===== src/rtl/sevenseg_pkg.sv =====
// Shared constants for the seven-segment capture block: digit count, field widths
// and the active-high abcdefg hex glyph table (a = MSB).
package sevenseg_pkg;

    localparam int NUM_DIGITS = 4;
    localparam int SEG_W      = 7;
    localparam int NIB_W      = 4;
    localparam int CNT_W      = 8;

    // Entry i is the glyph for hex digit i; listed F down to 0 so index 0 is the LSB slot.
    localparam logic [15:0][SEG_W-1:0] SEG_TABLE = {
        7'b1000111,  // F
        7'b1001111,  // E
        7'b0111101,  // d
        7'b1001110,  // C
        7'b0011111,  // b
        7'b1110111,  // A
        7'b1111011,  // 9
        7'b1111111,  // 8
        7'b1110000,  // 7
        7'b1011111,  // 6
        7'b1011011,  // 5
        7'b0110011,  // 4
        7'b1111001,  // 3
        7'b1101101,  // 2
        7'b0110000,  // 1
        7'b1111110   // 0
    };

endpackage


===== src/rtl/sevenseg_capture_if.sv =====
// Bundle of the scanned-display inputs and the recovered-frame outputs.
// master drives the display lines; slave is the capture block.
interface sevenseg_capture_if;
    import sevenseg_pkg::*;

    logic [SEG_W-1:0]            seg_in;
    logic                        dp_in;
    logic [NUM_DIGITS-1:0]       digit_en;
    logic [NUM_DIGITS*NIB_W-1:0] digit_val;
    logic [NUM_DIGITS-1:0]       dp_val;
    logic [NUM_DIGITS-1:0]       invalid;
    logic                        frame_valid;

    modport master (
        output seg_in,
        output dp_in,
        output digit_en,
        input  digit_val,
        input  dp_val,
        input  invalid,
        input  frame_valid
    );

    modport slave (
        input  seg_in,
        input  dp_in,
        input  digit_en,
        output digit_val,
        output dp_val,
        output invalid,
        output frame_valid
    );

endinterface


===== src/rtl/seg_to_hex.sv =====
// Combinational glyph decoder: maps an abcdefg pattern to its hex nibble and
// flags whether the pattern is a known glyph at all.
module seg_to_hex
    import sevenseg_pkg::*;
(
    input  logic [SEG_W-1:0] pattern,
    output logic [NIB_W-1:0] nibble,
    output logic             match
);

    always_comb begin
        nibble = '0;
        match  = 1'b0;
        // Table entries are unique, so at most one iteration hits.
        for (int i = 0; i < 16; i++) begin
            if (pattern == SEG_TABLE[i]) begin
                nibble = NIB_W'(i);
                match  = 1'b1;
            end
        end
    end

endmodule


===== src/rtl/sevenseg_capture.sv =====
// Recovers hex digits from a multiplexed 4-digit seven-segment drive: synchronizes the
// lines, waits for a stable dwell, decodes it into a shadow slot and publishes full frames.
module sevenseg_capture
    import sevenseg_pkg::*;
#(
    parameter int STABLE_CYCLES = 4
) (
    input  logic               clk,
    input  logic               rst_n,
    sevenseg_capture_if.slave  bus
);

    localparam logic [CNT_W-1:0] CNT_MAX = CNT_W'(STABLE_CYCLES - 1);

    // Saturating increment of the stability counter.
    function automatic logic [CNT_W-1:0] sat_inc(input logic [CNT_W-1:0] v);
        return (v >= CNT_MAX) ? CNT_MAX : v + CNT_W'(1);
    endfunction

    logic [SEG_W-1:0]      seg_p0, seg_p1, seg_p2;
    logic                  dp_p0, dp_p1, dp_p2;
    logic [NUM_DIGITS-1:0] en_p0, en_p1, en_p2;
    logic [CNT_W-1:0]      cnt;
    logic [CNT_W-1:0]      cnt_next;
    logic                  change_p1;
    logic                  vld_p2;

    logic [NIB_W-1:0]      dec_nibble;
    logic                  dec_match;

    logic [NUM_DIGITS-1:0][NIB_W-1:0] shadow_nib;
    logic [NUM_DIGITS-1:0] shadow_dp;
    logic [NUM_DIGITS-1:0] shadow_inv;
    logic [NUM_DIGITS-1:0] seen;
    logic [NUM_DIGITS-1:0] seen_next;
    logic                  frame_done;

    logic [NUM_DIGITS*NIB_W-1:0] digit_val_q;
    logic [NUM_DIGITS-1:0]       dp_val_q;
    logic [NUM_DIGITS-1:0]       invalid_q;
    logic                        frame_valid_q;

    // Stage p0/p1: two-flop synchronizer; p2 holds the previous synchronized sample.
    always_ff @(posedge clk or negedge rst_n) begin
        if (!rst_n) begin
            seg_p0 <= '0;
            dp_p0  <= 1'b0;
            en_p0  <= '0;
            seg_p1 <= '0;
            dp_p1  <= 1'b0;
            en_p1  <= '0;
            seg_p2 <= '0;
            dp_p2  <= 1'b0;
            en_p2  <= '0;
            cnt    <= '0;
        end else begin
            seg_p0 <= bus.seg_in;
            dp_p0  <= bus.dp_in;
            en_p0  <= bus.digit_en;
            seg_p1 <= seg_p0;
            dp_p1  <= dp_p0;
            en_p1  <= en_p0;
            seg_p2 <= seg_p1;
            dp_p2  <= dp_p1;
            en_p2  <= en_p1;
            cnt    <= cnt_next;
        end
    end

    assign change_p1 = {en_p1, seg_p1, dp_p1} != {en_p2, seg_p2, dp_p2};
    assign cnt_next  = change_p1 ? '0 : sat_inc(cnt);

    // Fire only on the transition into saturation so a long dwell captures once;
    // blanked or ghosted selects never qualify.
    assign vld_p2 = (cnt_next == CNT_MAX) && (cnt != CNT_MAX) && $onehot(en_p1);

    seg_to_hex u_seg_to_hex (
        .pattern (seg_p1),
        .nibble  (dec_nibble),
        .match   (dec_match)
    );

    assign frame_done = (seen == '1);

    always_comb begin
        seen_next = frame_done ? '0 : seen;
        if (vld_p2) begin
            seen_next = seen_next | en_p1;
        end
    end

    // Stage p2 -> shadow: a recapture of a seen slot just overwrites its contents.
    always_ff @(posedge clk or negedge rst_n) begin
        if (!rst_n) begin
            shadow_nib <= '0;
            shadow_dp  <= '0;
            shadow_inv <= '0;
            seen       <= '0;
        end else begin
            seen <= seen_next;
            if (vld_p2) begin
                for (int i = 0; i < NUM_DIGITS; i++) begin
                    if (en_p1[i]) begin
                        shadow_nib[i] <= dec_match ? dec_nibble : '0;
                        shadow_dp[i]  <= dp_p1;
                        shadow_inv[i] <= ~dec_match;
                    end
                end
            end
        end
    end

    // Shadow -> outputs: published on the edge after the seen mask fills.
    always_ff @(posedge clk or negedge rst_n) begin
        if (!rst_n) begin
            digit_val_q   <= '0;
            dp_val_q      <= '0;
            invalid_q     <= '0;
            frame_valid_q <= 1'b0;
        end else begin
            frame_valid_q <= frame_done;
            if (frame_done) begin
                digit_val_q <= shadow_nib;
                dp_val_q    <= shadow_dp;
                invalid_q   <= shadow_inv;
            end
        end
    end

    assign bus.digit_val   = digit_val_q;
    assign bus.dp_val      = dp_val_q;
    assign bus.invalid     = invalid_q;
    assign bus.frame_valid = frame_valid_q;

endmodule


===== src/flat_wrapper.sv =====
// flat-port wrapper written by rule: the top's interface ports become plain ports
module sevenseg_capture_flat import sevenseg_pkg::*;
#(
    parameter int STABLE_CYCLES = 4
)
  (clk, rst_n, bus_seg_in, bus_dp_in, bus_digit_en, bus_digit_val, bus_dp_val, bus_invalid, bus_frame_valid);
  sevenseg_capture_if bus_i ();
  input  logic clk;
  input  logic rst_n;
  input wire logic [$bits(bus_i.seg_in)-1:0] bus_seg_in;
  input wire logic [$bits(bus_i.dp_in)-1:0] bus_dp_in;
  input wire logic [$bits(bus_i.digit_en)-1:0] bus_digit_en;
  output wire logic [$bits(bus_i.digit_val)-1:0] bus_digit_val;
  output wire logic [$bits(bus_i.dp_val)-1:0] bus_dp_val;
  output wire logic [$bits(bus_i.invalid)-1:0] bus_invalid;
  output wire logic [$bits(bus_i.frame_valid)-1:0] bus_frame_valid;
  assign bus_i.seg_in = bus_seg_in;
  assign bus_i.dp_in = bus_dp_in;
  assign bus_i.digit_en = bus_digit_en;
  assign bus_digit_val = bus_i.digit_val;
  assign bus_dp_val = bus_i.dp_val;
  assign bus_invalid = bus_i.invalid;
  assign bus_frame_valid = bus_i.frame_valid;
  sevenseg_capture #(.STABLE_CYCLES(STABLE_CYCLES)) u_core (.clk(clk), .rst_n(rst_n), .bus(bus_i));
endmodule

===== config.mk =====
export PLATFORM = sky130hd
export DESIGN_NAME = sevenseg_capture_flat
export DESIGN_NICKNAME = d
export VERILOG_FILES = /design/src/rtl/sevenseg_pkg.sv /design/src/rtl/sevenseg_capture_if.sv /design/src/rtl/seg_to_hex.sv /design/src/rtl/sevenseg_capture.sv /design/src/flat_wrapper.sv
export SDC_FILE = /design/constraint.sdc
export NUM_CORES = 1
export LEC_CHECK = 0
export CAP_MARGIN = 20
export CORE_MARGIN = 1.5
export CORE_UTILIZATION = 30
export DETAILED_ROUTE_END_ITERATION = 10
export SLEW_MARGIN = 20
export SYNTH_ARGS = -nofsm -noshare
export SYNTH_HDL_FRONTEND = slang
export SYNTH_HIERARCHICAL = 1
export SYNTH_SLANG_ARGS = --single-unit

===== constraint.sdc =====
create_clock -name clk -period 4.35 [get_ports clk]
set_input_delay 0.87 -clock clk [delete_from_list [all_inputs] [get_ports clk]]
set_output_delay 0.87 -clock clk [all_outputs]
set_load 0.02 [all_outputs]

; Word-level counts from Yosys, hierarchy flattened
; Index checks and enable logic that the tools add are counted.
[word_totals]
reg_bits = 97
output_inout_bits = 25
[op_classes]
n_addsub = 4
magnitude_cmp = 1
n_eq_ne = 21
n_mux = 36
bitwise_logic = 2
n_reduce_logical = 6
[op_table]
columns = op, n
row1 = "7-bit == test, second input constant", 12
row2 = 4-bit two-way mux, 17
row3 = "7-bit by 6-bit == test with 1-bit output, second input constant", 3
row4 = 1-bit two-way mux, 17
row5 = 8-bit two-way mux, 2
row6 = 12-bit inequality test, 1
row7 = "8-bit by 1-bit adder with 8-bit output, second input constant", 1
row8 = "8-bit by 2-bit == test with 1-bit output, second input constant", 1
row9 = "8-bit by 2-bit greater-or-equal comparator with 1-bit output, second input constant", 1
row10 = "8-bit by 2-bit inequality test with 1-bit output, second input constant", 1
row11 = 2-bit AND reduction, 4
row12 = "7-bit by 5-bit == test with 1-bit output, second input constant", 1
row13 = 1-bit by 1-bit adder with 2-bit output, 2
row14 = "4-bit == test, second input constant", 1
row15 = 4-bit OR, 1
row16 = 3-bit adder, 1
row17 = "3-bit by 1-bit == test with 1-bit output, second input constant", 1
row18 = 1-bit logical AND, 2
row19 = 1-bit inverter, 1

; Longest topological paths before layout
; Gate-level depths: netlist of the first run.
[logic_depth]
ltp_word = 18
depth_mapped = 8
depth_no_buf = 8

; Modules after synthesis
; Netlist of the first run, hierarchy kept.
[modules_own_cells]
columns = module, n_inst, cells_each, area_per_inst_um2, seq_area_each_um2
row1 = sevenseg_capture, 1, 252, 3419.5, 2427.3
row2 = seg_to_hex, 1, 52, 341.6, 0.0

; Worst setup path after synthesis of the first run
; OpenSTA, ideal clock, no wires.
[synth_timing]
kind = reg2reg
start = register u_core.en_p1[0]
end = register u_core.shadow_dp[0]
setup_time_ps = 125
t_arrival_ps = 2540
t_required_ps = 4225
path_slack_ps = 1686
stages_incl_launch_ff = 9
n_path_buf = 0
period_less_slack_ps = 2664
cell_sequence = dfrtp_1 inv_1 fa_1 inv_1 ha_1 ha_1 nor4b_2 nand4_2 mux2_2
[synth_via]
elab_chain_cells = 6
[synth_lines]
columns = element, line
row1 = "start, declared", sevenseg_capture.sv:22  ; logic [NUM_DIGITS-1:0] en_p0, en_p1, en_p2;
row2 = "start signal, assigned", sevenseg_capture.sv:62  ; en_p1 <= en_p0;
row3 = 12-bit inequality test, sevenseg_capture.sv:70  ; assign change_p1 = {en_p1, seg_p1, dp_p1} != {en_p2, seg_p2, dp_p2};
row4 = 8-bit two-way mux, sevenseg_capture.sv:71  ; assign cnt_next = change_p1 ? '0 : sat_inc(cnt);
row5 = 8-bit by 2-bit == test with 1-bit output, sevenseg_capture.sv:75  ; assign vld_p2 = (cnt_next == CNT_MAX) && (cnt != CNT_MAX) && $onehot(en_p1);
row6 = 1-bit logical AND (2 in a row), sevenseg_capture.sv:75
row7 = 2-bit AND reduction (no source line) (*), -
row8 = "end signal, assigned by index", sevenseg_capture.sv:105  ; shadow_dp[i] <= dp_p1;
row9 = "end, declared", sevenseg_capture.sv:32  ; logic [NUM_DIGITS-1:0] shadow_dp;
; Mark *: on every way between the ends. The rest lies on a longest branch, timed or not.
; A chain may end at the register's enable or synchronous reset.

; Worst setup path after layout of the first run
[layout_timing]
start = register u_core.en_p1[0]
end = register u_core/shadow_nib[8] (netlist bit)
[layout_via]
elab_chain_cells = 6
[layout_lines]
columns = element, line
row1 = 12-bit inequality test, sevenseg_capture.sv:70
row2 = 8-bit two-way mux, sevenseg_capture.sv:71
row3 = 8-bit by 2-bit == test with 1-bit output, sevenseg_capture.sv:75
row4 = 1-bit logical AND, sevenseg_capture.sv:75
row5 = 1-bit logical AND (*), sevenseg_capture.sv:75
row6 = 2-bit AND reduction (no source line) (*), -
row7 = "end signal, assigned by index", sevenseg_capture.sv:104  ; shadow_nib[i] <= dec_match ? dec_nibble : '0;
row8 = "end, declared", sevenseg_capture.sv:31  ; logic [NUM_DIGITS-1:0][NIB_W-1:0] shadow_nib;
; Marks and branches as above.

==> results of run 1 <==
-- metal layers --
layer,track usage [%],up-vias
met4,4.36,0
met2,18.0,54
met3,3.80,12
met5,0,-
met1,14.7,1126
li1,-,1102
-- area by class of cell --
| class | instances | area (um^2) |
|---|---|---|
| clock buffers | 10 | 229 |
| inverters | 13 | 48.8 |
| multi-input cells | 187 | 1250 |
| fillers | 1201 | 7450 |
| flip-flops and latches | 97 | 2430 |
| repair buffers | 40 | 393 |
| clock inverters | 6 | 98.8 |
| well taps | 168 | 210 |
-- state kept, by name (all words and copies together), names as in the netlist, 7 cells and up --
name                  cells
u_core/bus.digit_val     16
u_core/cnt                8
u_core/seg_p2             7
u_core/shadow_nib        16
u_core/seg_p1             7
u_core/seg_p0             7
-- synth_stat cells, types with 3 or more instances --
cell,count
mux2i_1,4
inv_1,13
o21ai_0,7
mux2_2,20
nand2_1,76
buf_2,5
nand4_1,5
nand3b_1,3
nand4_2,4
and2_1,5
xnor2_1,12
dfrtp_1,97
ha_1,3
nand2b_1,4
clkbuf_1,6
-- worst min-delay path by stage --
stage                     startpoint  cells past startpoint          endpoint
floorplan               u_core/dp_p0                      0      u_core/dp_p1
global placement    u_core/seg_p0[3]                      0  u_core/seg_p1[3]
CTS                 u_core/seg_p0[1]                      0  u_core/seg_p1[1]
global route        u_core/seg_p0[5]                      0  u_core/seg_p1[5]
detailed placement  u_core/seg_p0[1]                      0  u_core/seg_p1[1]
finish              u_core/seg_p0[5]                      0  u_core/seg_p1[5]
-- cells by family (layout without fill, tap and decap cells) --
logic type	count (synthesis)	after routing	synth area share, %
simple gates	115	115	15.9
flops	97	97	64.5
buf+inv	25	69	2.69
compound gates	24	24	4.89
mux	24	24	7.05
xor+xnor	14	14	3.26
fa+ha+maj	4	4	1.53
other cells	1	6	0.0997
-- stage by stage --
| stage | cell area, um^2 | hold slack (ns) |
|---|---|---|
| after floorplan | 3780 | 0.331 |
| after global placement | 4330 | 0.332 |
| after detailed placement | 4330 | 0.335 |
| after CTS | 4660 | 0.350 |
| after global routing | 4660 | 0.350 |
| final | 4660 | 0.346 |
-- power by group through the flow --
| stage | Sequential, mW | Clock (mW) | Combinational (mW) |
|---|---|---|---|
| 2_1_floorplan | 0.950 | 0 | 0.0449 |
| 3_3_place_gp | 0.961 | 0 | 0.0720 |
| 3_5_place_dp | 0.962 | 0 | 0.0754 |
| 4_1_cts | 0.944 | 0.888 | 0.0758 |
| 5_1_grt | 0.948 | 0.915 | 0.0842 |
| 6_report | 0.944 | 0.858 | 0.0729 |
==> results by group, run 1 <==
Logic synthesis
  – EDFF count, synth: 0
  – Mapped Cells: 304
  – FF+latch count, synth: slightly below 100
  – Register area share after synthesis: 64.5%
  – Share of the synthesized area in the top cell type: 64.5%
  – Synth Area per Inst: 12.4 um^2
  – FFs w/ async S/R, synth: 100%
  – Yosys Warn Count: 6
  – Ys flop type: dfrtp_1
  – Post-synth cell types: 44
  – Area leader, netlist: dfrtp_1
  – Cell Area, Synth: 3760 um^2
  – Top post-synthesis cells by area: dfrtp_1 (65%), nand2_1 (7.6%), mux2_2 (6.0%)

Run status
  – Status: completed

Timing
  – Setup-failing EPs final: 0
  – Setup Skew: 0.00861 ns
  – Post-route setup TNS: 0 ns
  – Final min period: roughly 3 ns
  – RSZ-0062 raised after global routing: false
  – Rel. slew slack: 40.4%
  – Final Hold Viols: 0
  – Max-slew violations: 0
  – Setup ws final: 1.34 ns
  – Worst-margin pin slew: between 0.8 and 0.9 ns
  – F_max: 333 MHz
  – Final Cycle Share: 69.1%

Power and ir drop
  – Total power: 1.88 mW
  – Internal power: 1.47 mW
  – Power density cells: 403 nW/um^2
  – Peak VDD IR: 219 uV
  – Switching share of power: 21.7%
  – Flop pwr share: 50.4%
  – Combinational share of power: 3.9%
  – P_leak: approximately 2.3 nW
  – Share of power burned in the clock network: 45.7%
  – Psw: about 0.4 mW

CTS
  – CTS resizes: 0
  – Reg clk slew, reported paths: about 0.070 ns
  – Htree depth: 3
  – CTS tree: yes
  – Postcts setup bufs: 0
  – TritonCTS Sinks: 97
  – Clock Root Buffer: clkbuf_16
  – Clk Latency, worst-skew pair: 0.34 ns
  – Cts hold-fix bufs: 0
  – CTS Buffer Depth: 2
  – CTS Buf Count: 9

Route
  – Drc violations: 0
  – Pre-Repair DR Iteration Count: 4
  – DR WL met3: 325 um
  – Wirelength per Cell: between 10 and 15 um
  – Met1 wire length: 3240 um
  – DR top layer: met4
  – Routed WL: 6860 um
  – Final ANT Viol Nets: 0
  – Via count: between 2000 and 2500
  – Routed vias/inst: 4.40
  – WL met2: 3170 um
  – DRT iter0 DRCs: 96

Worst setup path
  – Worst R2R Setup Slack: between 1 and 1.5 ns
  – R2r endpoint: u_core/shadow_nib[8]
  – Setup crit end kind: register
  – Startpoint types: register
  – Critical path arrival: between 3 and 4 ns
  – CP cell instances: inv_1 > fa_1 > inv_1 > ha_1 > ha_1 > nor4b_2 > nand4_2 > mux2_2
  – Buf+Inv Stages, Crit Path: 2
  – RR Startpoint: u_core/en_p1[0]
  – Critical-path top delay cell: nor4b_2
  – CP max stage delay: 0.57 ns
  – Family with the most delay on the worst path: adder cells
  – Reg2reg path depth: 8
  – Crit-path max FO: 7
  – Crit path from: u_core/en_p1[0]
  – End point of the critical path: u_core/shadow_nib[8]
  – CP Data Required Time: 4.58 ns
  – CP Depth: 8
  – Setup CP Type: reg2reg

GRT
  – Initial antenna violation count: 0
  – GR Overflow Total: 0
  – Largest net degree at the start of global routing: 74
  – GRT Overall Usage: 11.4%
  – Wire length of the first global-routing pass: ~12000 um
  – Vias in the first global route: 2358

Final layout
  – Commonest cells after routing, fill and taps aside: dfrtp_1 (97), nand2_1 (76), clkdlybuf4s50_1 (37)
  – Layout Cells excl Fill: 521
  – Most common cell after layout, fill and taps aside: dfrtp_1
  – Ant diodes: 0
  – Final Util: 38.5%
  – P&R area growth vs syn: 23.9%
  – Final #Nets: 366
  – Layout cells sized above 1: 13.9%

Worst hold path
  – Min-Delay Path Class: reg2reg

Placed design
  – Placement Setup Slack: between 1 and 1.5 ns
  – Gpl congestion: 0.823
  – Port bufs: 38
  – Inst Count DP: about 500
  – Post-detail-place hpwl: 4570 um

Floorplan
  – IO Count: 39
  – Die height: about 110 um
  – Site Rows: 40
  – Die ar.: 13200 um^2
  – Die width: roughly 110 um
  – Core area: 12100 um^2
  – Initial cell density of the core: 31.1%

Run
  – # Max-Cap Violations: 0
No activity file was read; power rests on OpenSTA's default activity.
==> inputs of run 2 (changes only) <==
==> constraint.sdc (replaced) <==
create_clock -name clk -period 2.65 [get_ports clk]
set_input_delay 0.53 -clock clk [delete_from_list [all_inputs] [get_ports clk]]
set_output_delay 0.53 -clock clk [all_outputs]
set_load 0.02 [all_outputs]
==> results by group, run 2 (same netlist as run 1, synthesis figures left out) <==
Power and ir drop
  – Peak VDD IR: 420 uV (was 219 uV)
  – P_leak: 2.30 nW (was 2.27 nW)
  – Power density cells: 626 nW/um^2 (was 403 nW/um^2)

Floorplan
  – Site Rows: 40 (unchanged)
  – Die ar.: 13200 um^2 (unchanged)
  – Initial cell density of the core: 31.1% (unchanged)
  – Die height: 115 um (unchanged)
  – Core area: 12100 um^2 (unchanged)
  – IO Count: 39 (unchanged)
  – Die width: 115 um (unchanged)

Route
  – WL met2: 3110 um (was 3170 um)
  – Final ANT Viol Nets: 0 (unchanged)
  – Routed vias/inst: 4.39 (was 4.40)
  – Wirelength per Cell: 12.5 um (was 13.2 um)
  – DRT iter0 DRCs: 124 (was 96)
  – Drc violations: 0 (unchanged)
  – Met1 wire length: 3220 um (was 3240 um)
  – Routed WL: 6680 um (was 6860 um)
  – Via count: 2340 (was 2294)
  – DR top layer: met4 (unchanged)
  – Pre-Repair DR Iteration Count: 4 (unchanged)
  – DR WL met3: 272 um (was 325 um)

CTS
  – Reg clk slew, reported paths: 0.06 ns (was 0.07 ns)
  – Htree depth: 3 (unchanged)
  – Cts hold-fix bufs: 0 (unchanged)
  – TritonCTS Sinks: 97 (unchanged)
  – CTS tree: yes (unchanged)
  – CTS Buf Count: 9 (unchanged)
  – CTS Buffer Depth: 2 (unchanged)
  – Clock Root Buffer: clkbuf_16 (unchanged)
  – Clk Latency, worst-skew pair: 0.34 ns (about the same)

Run
  – # Max-Cap Violations: 0 (unchanged)

Worst setup path
  – Crit path from: u_core/en_p1[0] (unchanged)
  – Setup CP Type: reg2reg (unchanged)
  – CP Data Required Time: 2.87 ns (was 4.58 ns)
  – Critical path arrival: 2.77 ns (was 3.23 ns)
  – Crit-path max FO: 7 (unchanged)
  – RR Startpoint: u_core/en_p1[0] (unchanged)
  – Startpoint types: register (unchanged)
  – Setup crit end kind: register (unchanged)

Final layout
  – Register Area: 2430 um^2 (unchanged)
  – Ant diodes: 0 (unchanged)
  – Fillers: 1194 (was 1201)
  – Final #Nets: 378 (was 366)
  – Most common cell after layout, fill and taps aside: dfrtp_1 (unchanged)
  – Layout cells sized above 1: 17.0% (was 13.9%)
  – P&R area growth vs syn: 27.2% (was 23.9%)
  – Commonest cells after routing, fill and taps aside: dfrtp_1 (97), nand2_1 (76), clkdlybuf4s50_1 (37) (unchanged)
  – Area of the multi-input gates: 1290 um^2 (was 1250 um^2)

Timing
  – F_max: 392 MHz (was 333 MHz)
  – Max-slew violations: 0 (unchanged)
  – Worst-margin pin slew: 0.636 ns (was 0.894 ns)
  – Final Hold Viols: 0 (unchanged)
  – Setup ws final: 0.0959 ns (was 1.34 ns)
  – Rel. slew slack: 57.6% (was 40.4%)
  – Post-route setup TNS: 0 ns (unchanged)
  – Setup Skew: 0.00677 ns (was 0.00861 ns)
  – Final min period: 2.55 ns (was 3.01 ns)
  – Final Cycle Share: 96.4% (was 69.1%)
  – Setup-failing EPs final: 0 (unchanged)

Placed design
  – Gpl congestion: 0.764 (was 0.823)
  – Port bufs: 38 (unchanged)
  – Post-detail-place hpwl: 4460 um (was 4570 um)
  – Placement Setup Slack: -0.0424 ns (was 1.34 ns)

GRT
  – Initial antenna violation count: 0 (unchanged)
  – Wire length of the first global-routing pass: 11500 um (was 11700 um)
  – Largest net degree at the start of global routing: 60 (was 74)
  – GR Overflow Total: 0 (unchanged)
  – Vias in the first global route: 2309 (was 2358)
  – GRT Overall Usage: 11.2% (was 11.4%)

Worst hold path
  – Min-Delay Path Class: in2async (was reg2reg)

Run status
  – Status: completed (unchanged)
[run 2: final cells by class]
| class | instances | share of cell area, % |
|---|---|---|
| Clock buffer | 11 | 5.07 |
| Timing Repair Buffer | 52 | 10.4 |
| Sequential cell | 97 | 50.7 |
| Inverter | 13 | 1.02 |
| Clock inverter | 5 | 1.36 |
| Tap cell | 168 | 4.39 |
| Multi-Input combinational cell | 187 | 27.0 |
[run 2: stage by stage]
| step | total power, mW | utilization, % | instances | instance area [um^2] | hold WS [ns] |
|---|---|---|---|---|---|
| floorplan | 1.64 | - | 309 | 3790 | 0.234 |
| global placement | 1.71 | 36.5 | 514 | 4420 | 0.332 |
| detailed placement | 1.71 | 36.5 | 514 | 4420 | 0.335 |
| CTS | 3.03 | 39.0 | 530 | 4730 | 0.171 |
| global route | 3.13 | 39.5 | 533 | 4780 | 0.198 |
| finish | 3.00 | 39.5 | 533 | 4780 | 0.162 |
[run 2: repair_timing]
item                                    in CTS  in global routing
setup buffers                                0                  3
pin swaps                                    0                  2
endpoints found under the setup margin      19                 23
resized for setup                            0                  4
[run 2: final timing paths]
kind	end	slack, ns	cells past startpoint
min reg2reg	u_core/seg_p1[1]	0.35	0
max reg2reg	u_core/shadow_dp[1]	0.1	10
min in group clk	u_core/seg_p1[1]	0.35	0
max in group asynchronous	u_core/bus.digit_val[7]	1.82	2
min	u_core/seg_p0[6]	0.16	1
max	u_core/shadow_dp[1]	0.1	10
[run 2: worst max-delay path, stage by stage, from the launching register on]
cell	delay, ns
dfrtp_1	0.34
inv_1	0.06
fa_1	0.52
inv_1	0.04
ha_1	0.20
ha_4	0.22
nor4b_4	0.24
buf_4	0.19
buf_4	0.12
nand4_4	0.15
mux2_4	0.35
[run 2: power by group]
part	internal (mW)	switching [mW]
sequential	1.51	0.0305
clock	0.763	0.532
combinational	0.0746	0.0812
[run 2: routing by layer]
metal / GRT usage, % / vias up
met4: 4.03 / 0
met1: 15.3 / 1155
met3: 3.06 / 8
met5: 0 / -
met2: 17.0 / 56
li1: - / 1121
==> inputs of run 3 (changes only) <==
--- a/config.mk
+++ b/config.mk
@@ -8,9 +8,9 @@
 export CAP_MARGIN = 20
 export CORE_MARGIN = 1.5
 export CORE_UTILIZATION = 30
+export CTS_BUF_LIST = sky130_fd_sc_hd__clkbuf_8 sky130_fd_sc_hd__clkbuf_16
 export DETAILED_ROUTE_END_ITERATION = 10
 export SLEW_MARGIN = 20
 export SYNTH_ARGS = -nofsm -noshare
 export SYNTH_HDL_FRONTEND = slang
-export SYNTH_HIERARCHICAL = 1
 export SYNTH_SLANG_ARGS = --single-unit
==> results by group, run 3 <==
Floorplan
  – Die ar.: 13000 um^2 (was 13200 um^2)
  – IO Count: 39 (unchanged)
  – Initial cell density of the core: 30.8% (was 31.1%)
  – Die height: 114 um (was 115 um)
  – Site Rows: 40 (unchanged)
  – Die width: 114 um (was 115 um)
  – Core area: 12100 um^2 (about the same)

Worst setup path
  – Setup crit end kind: register (unchanged)
  – Setup CP Type: reg2reg (unchanged)
  – CP Data Required Time: 2.88 ns (was 2.87 ns)
  – Worst path most repeated cell: ha_1
  – R2r endpoint: u_core.shadow_nib[12] (was u_core/shadow_dp[1])
  – CP max stage delay: 0.47 ns (was 0.52 ns)
  – Critical-path top delay cell: fa_1 (unchanged)
  – Critical path arrival: 2.69 ns (was 2.77 ns)
  – Startpoint types: register (unchanged)
  – Buf+Inv Stages, Crit Path: 1 (was 4)
  – Worst R2R Setup Slack: 0.18 ns (was 0.1 ns)
  – Crit-path max FO: 7 (unchanged)
  – RR Startpoint: u_core.en_p1[2] (was u_core/en_p1[0])
  – CP cell instances: ha_1 > ha_1 > fa_1 > nor4b_4 > buf_4 > nand4_4 > mux2_2 (was inv_1 > fa_1 > inv_1 > ha_1 > ha_4 > nor4b_4 > buf_4 > buf_4 > nand4_4 > mux2_4)
  – Family with the most delay on the worst path: adder cells (unchanged)
  – Reg2reg path depth: 7 (was 10)

Run status
  – Status: completed (unchanged)

Route
  – Pre-Repair DR Iteration Count: 4 (unchanged)
  – Wirelength per Cell: 12.9 um (was 12.5 um)
  – Via count: 2231 (was 2340)
  – DRT iter0 DRCs: 103 (was 124)
  – Final ANT Viol Nets: 0 (unchanged)
  – Drc violations: 0 (unchanged)
  – Routed vias/inst: 4.31 (was 4.39)
  – Routed WL: 6660 um (was 6680 um)

Timing
  – Final Hold Viols: 0 (unchanged)
  – Min Hold Slack: 0.225 ns (was 0.162 ns)
  – RSZ-0062 raised after global routing: false
  – Max-slew violations: 0 (unchanged)
  – Final min period: 2.47 ns (was 2.55 ns)
  – F_max: 406 MHz (was 392 MHz)
  – Setup-failing EPs final: 0 (unchanged)
  – Worst-margin pin slew: 0.759 ns (was 0.636 ns)
  – Final Cycle Share: 93.0% (was 96.4%)
  – Setup Skew: 0.00939 ns (was 0.00677 ns)
  – Rel. slew slack: 49.3% (was 57.6%)
  – Post-route setup TNS: 0 ns (unchanged)

Placed design
  – Post-detail-place hpwl: 4460 um (about the same)
  – Port bufs: 38 (unchanged)
  – Gpl congestion: 0.757 (was 0.764)

Final layout
  – Ant diodes: 0 (unchanged)
  – Most common cell after layout, fill and taps aside: dfrtp_1 (unchanged)
  – Final #Nets: 364 (was 378)
  – Commonest cells after routing, fill and taps aside: dfrtp_1 (97), nand2_1 (87), clkdlybuf4s50_1 (37) (was dfrtp_1 (97), nand2_1 (76), clkdlybuf4s50_1 (37))
  – Layout cells sized above 1: 16.6% (was 17.0%)
  – P&R area growth vs syn: 25.4% (was 27.2%)

GRT
  – GRT Overall Usage: 11.3% (was 11.2%)
  – Initial antenna violation count: 0 (unchanged)
  – GR Overflow Total: 0 (unchanged)
  – Largest net degree at the start of global routing: 98 (was 60)
  – Vias in the first global route: 2296 (was 2309)
  – Wire length of the first global-routing pass: 11300 um (was 11500 um)

CTS
  – TritonCTS Sinks: 97 (unchanged)
  – Postcts setup bufs: 0 (unchanged)
  – Reg clk slew, reported paths: 0.07 ns (was 0.06 ns)
  – Clock Root Buffer: clkbuf_16 (unchanged)
  – CTS tree: yes (unchanged)
  – CTS resizes: 0 (unchanged)
  – CTS Buffer Depth: 2 (unchanged)
  – Clk Latency, worst-skew pair: 0.34 ns (about the same)
  – Htree depth: 3 (unchanged)
  – CTS Buf Count: 9 (unchanged)
  – Cts hold-fix bufs: 0 (unchanged)

Power and ir drop
  – Psw: 0.652 mW (was 0.644 mW)
  – Internal power: 2.31 mW (was 2.35 mW)
  – Peak VDD IR: 436 uV (was 420 uV)
  – Combinational share of power: 4.9% (was 5.2%)
  – P_leak: 2.19 nW (was 2.30 nW)
  – Share of power burned in the clock network: 43.0% (was 43.3%)
  – Flop pwr share: 52.1% (was 51.5%)
  – Switching share of power: 22.0% (was 21.5%)
  – Power density cells: 637 nW/um^2 (was 626 nW/um^2)

Logic synthesis
  – Synth cell count leaders: dfrtp_1 (97), nand2_1 (87), mux2_2 (24) (was dfrtp_1 (97), nand2_1 (76), mux2_2 (20))
  – Cell Area, Synth: 3710 um^2 (was 3760 um^2)
  – FF+latch count, synth: 97 (unchanged)
  – FFs w/ async S/R, synth: 100% (unchanged)
  – EDFF count, synth: 0 (unchanged)
  – Share of the synthesized area in the top cell type: 65.4% (was 64.5%)
  – Post-Synth Simple-Gate Area: 16.8% (was 15.9%)
  – Top post-synthesis cells by area: dfrtp_1 (65%), nand2_1 (8.8%), mux2_2 (7.3%) (was dfrtp_1 (65%), nand2_1 (7.6%), mux2_2 (6.0%))
  – Count leader, synth: dfrtp_1 (unchanged)
  – Mapped Cells: 294 (was 304)
  – Post-synth cell types: 46 (was 44)
  – Synth Area per Inst: 12.6 um^2 (was 12.4 um^2)
  – Adder-cell share of the synthesized area: 1.89% (was 1.53%)
  – Yosys Warn Count: 0 (was 6)
  – Largest family of logic cells by synthesized area: simple AND/OR/NAND/NOR gates (unchanged)
  – Ys flop type: dfrtp_1 (unchanged)
  – Mux cell area share after synthesis: 7.55% (was 7.05%)
  – Post-synthesis xor/xnor area fraction: 3.07% (was 3.26%)
  – Synth Area in Compound Gates: 3.41% (was 4.89%)
  – Register area share after synthesis: 65.4% (was 64.5%)
  – Area leader, netlist: dfrtp_1 (unchanged)

Worst hold path
  – Min-Delay Path Class: in2async (unchanged)

Run
  – # Max-Cap Violations: 0 (unchanged)
## run 3: worst register-to-register path: stages (launching register included)
cell     delay (ns)
dfrtp_1        0.38
ha_1           0.29
ha_1           0.21
fa_1           0.48
nor4b_4        0.28
buf_4          0.21
nand4_4        0.18
mux2_2         0.33
## run 3: how the worst max path moves through the flow
| stage | start | endpoint | slack, ns | depth (start not counted) |
|---|---|---|---|---|
| 2_1_floorplan | u_core.en_p1[2] | u_core.shadow_dp[0] | 0.05 | 6 |
| 3_3_place_gp | u_core.en_p1[2] | u_core.shadow_nib[5] | 0.19 | 7 |
| 3_5_place_dp | u_core.en_p1[2] | u_core.shadow_nib[12] | 0.16 | 7 |
| 4_1_cts | u_core.en_p1[2] | u_core.shadow_nib[12] | 0.16 | 7 |
| 5_1_grt | u_core.en_p1[2] | u_core.shadow_nib[12] | 0.06 | 7 |
| 6_report | u_core.en_p1[2] | u_core.shadow_nib[12] | 0.18 | 7 |
## run 3: stage by stage
stage	power (mW)	setup slack, ns	instances	cell area [um^2]	util [%]
2_1_floorplan	1.64	0.0531	299	3740	-
3_3_place_gp	1.72	0.194	502	4360	36.1
3_5_place_dp	1.72	0.162	502	4360	36.1
4_1_cts	3.01	0.158	518	4650	38.6
5_1_grt	3.09	0.0562	518	4650	38.6
6_report	2.96	0.184	518	4650	38.6
## run 3: cell families after synthesis
group	after synthesis
mux	25
compound gates	17
fa+ha+maj	5
buf+inv	15
flops	97
xor+xnor	13
simple gates	121
other cells	1
## run 3: cell type report
type	instances	area, um^2
Tap cell	168	210
Sequential cell	97	2430
Inverter	2	7.51
Multi-Input combinational cell	187	1250
Fill cell	1155	7410
Timing Repair Buffer	48	465
Clock buffer	9	225
Clock inverter	7	68.8
## run 3: power by group through the flow
| stage | registers (mW) | clock network (mW) | logic [mW] |
|---|---|---|---|
| after CTS | 1.54 | 1.32 | 0.149 |
| after floorplan | 1.56 | 0 | 0.0808 |
| final | 1.54 | 1.28 | 0.145 |
| after global placement | 1.57 | 0 | 0.145 |
| after detailed placement | 1.57 | 0 | 0.148 |
| after global routing | 1.55 | 1.38 | 0.163 |
## run 3: metal layers
metal	vias to the layer above	share of wire (%)	global-route usage, %
li1	1082	-	-
met1	1096	46	14.4
met2	46	49	18.1
met3	7	3.8	3.49
met4	0	1.4	4.50
met5	-	0	0
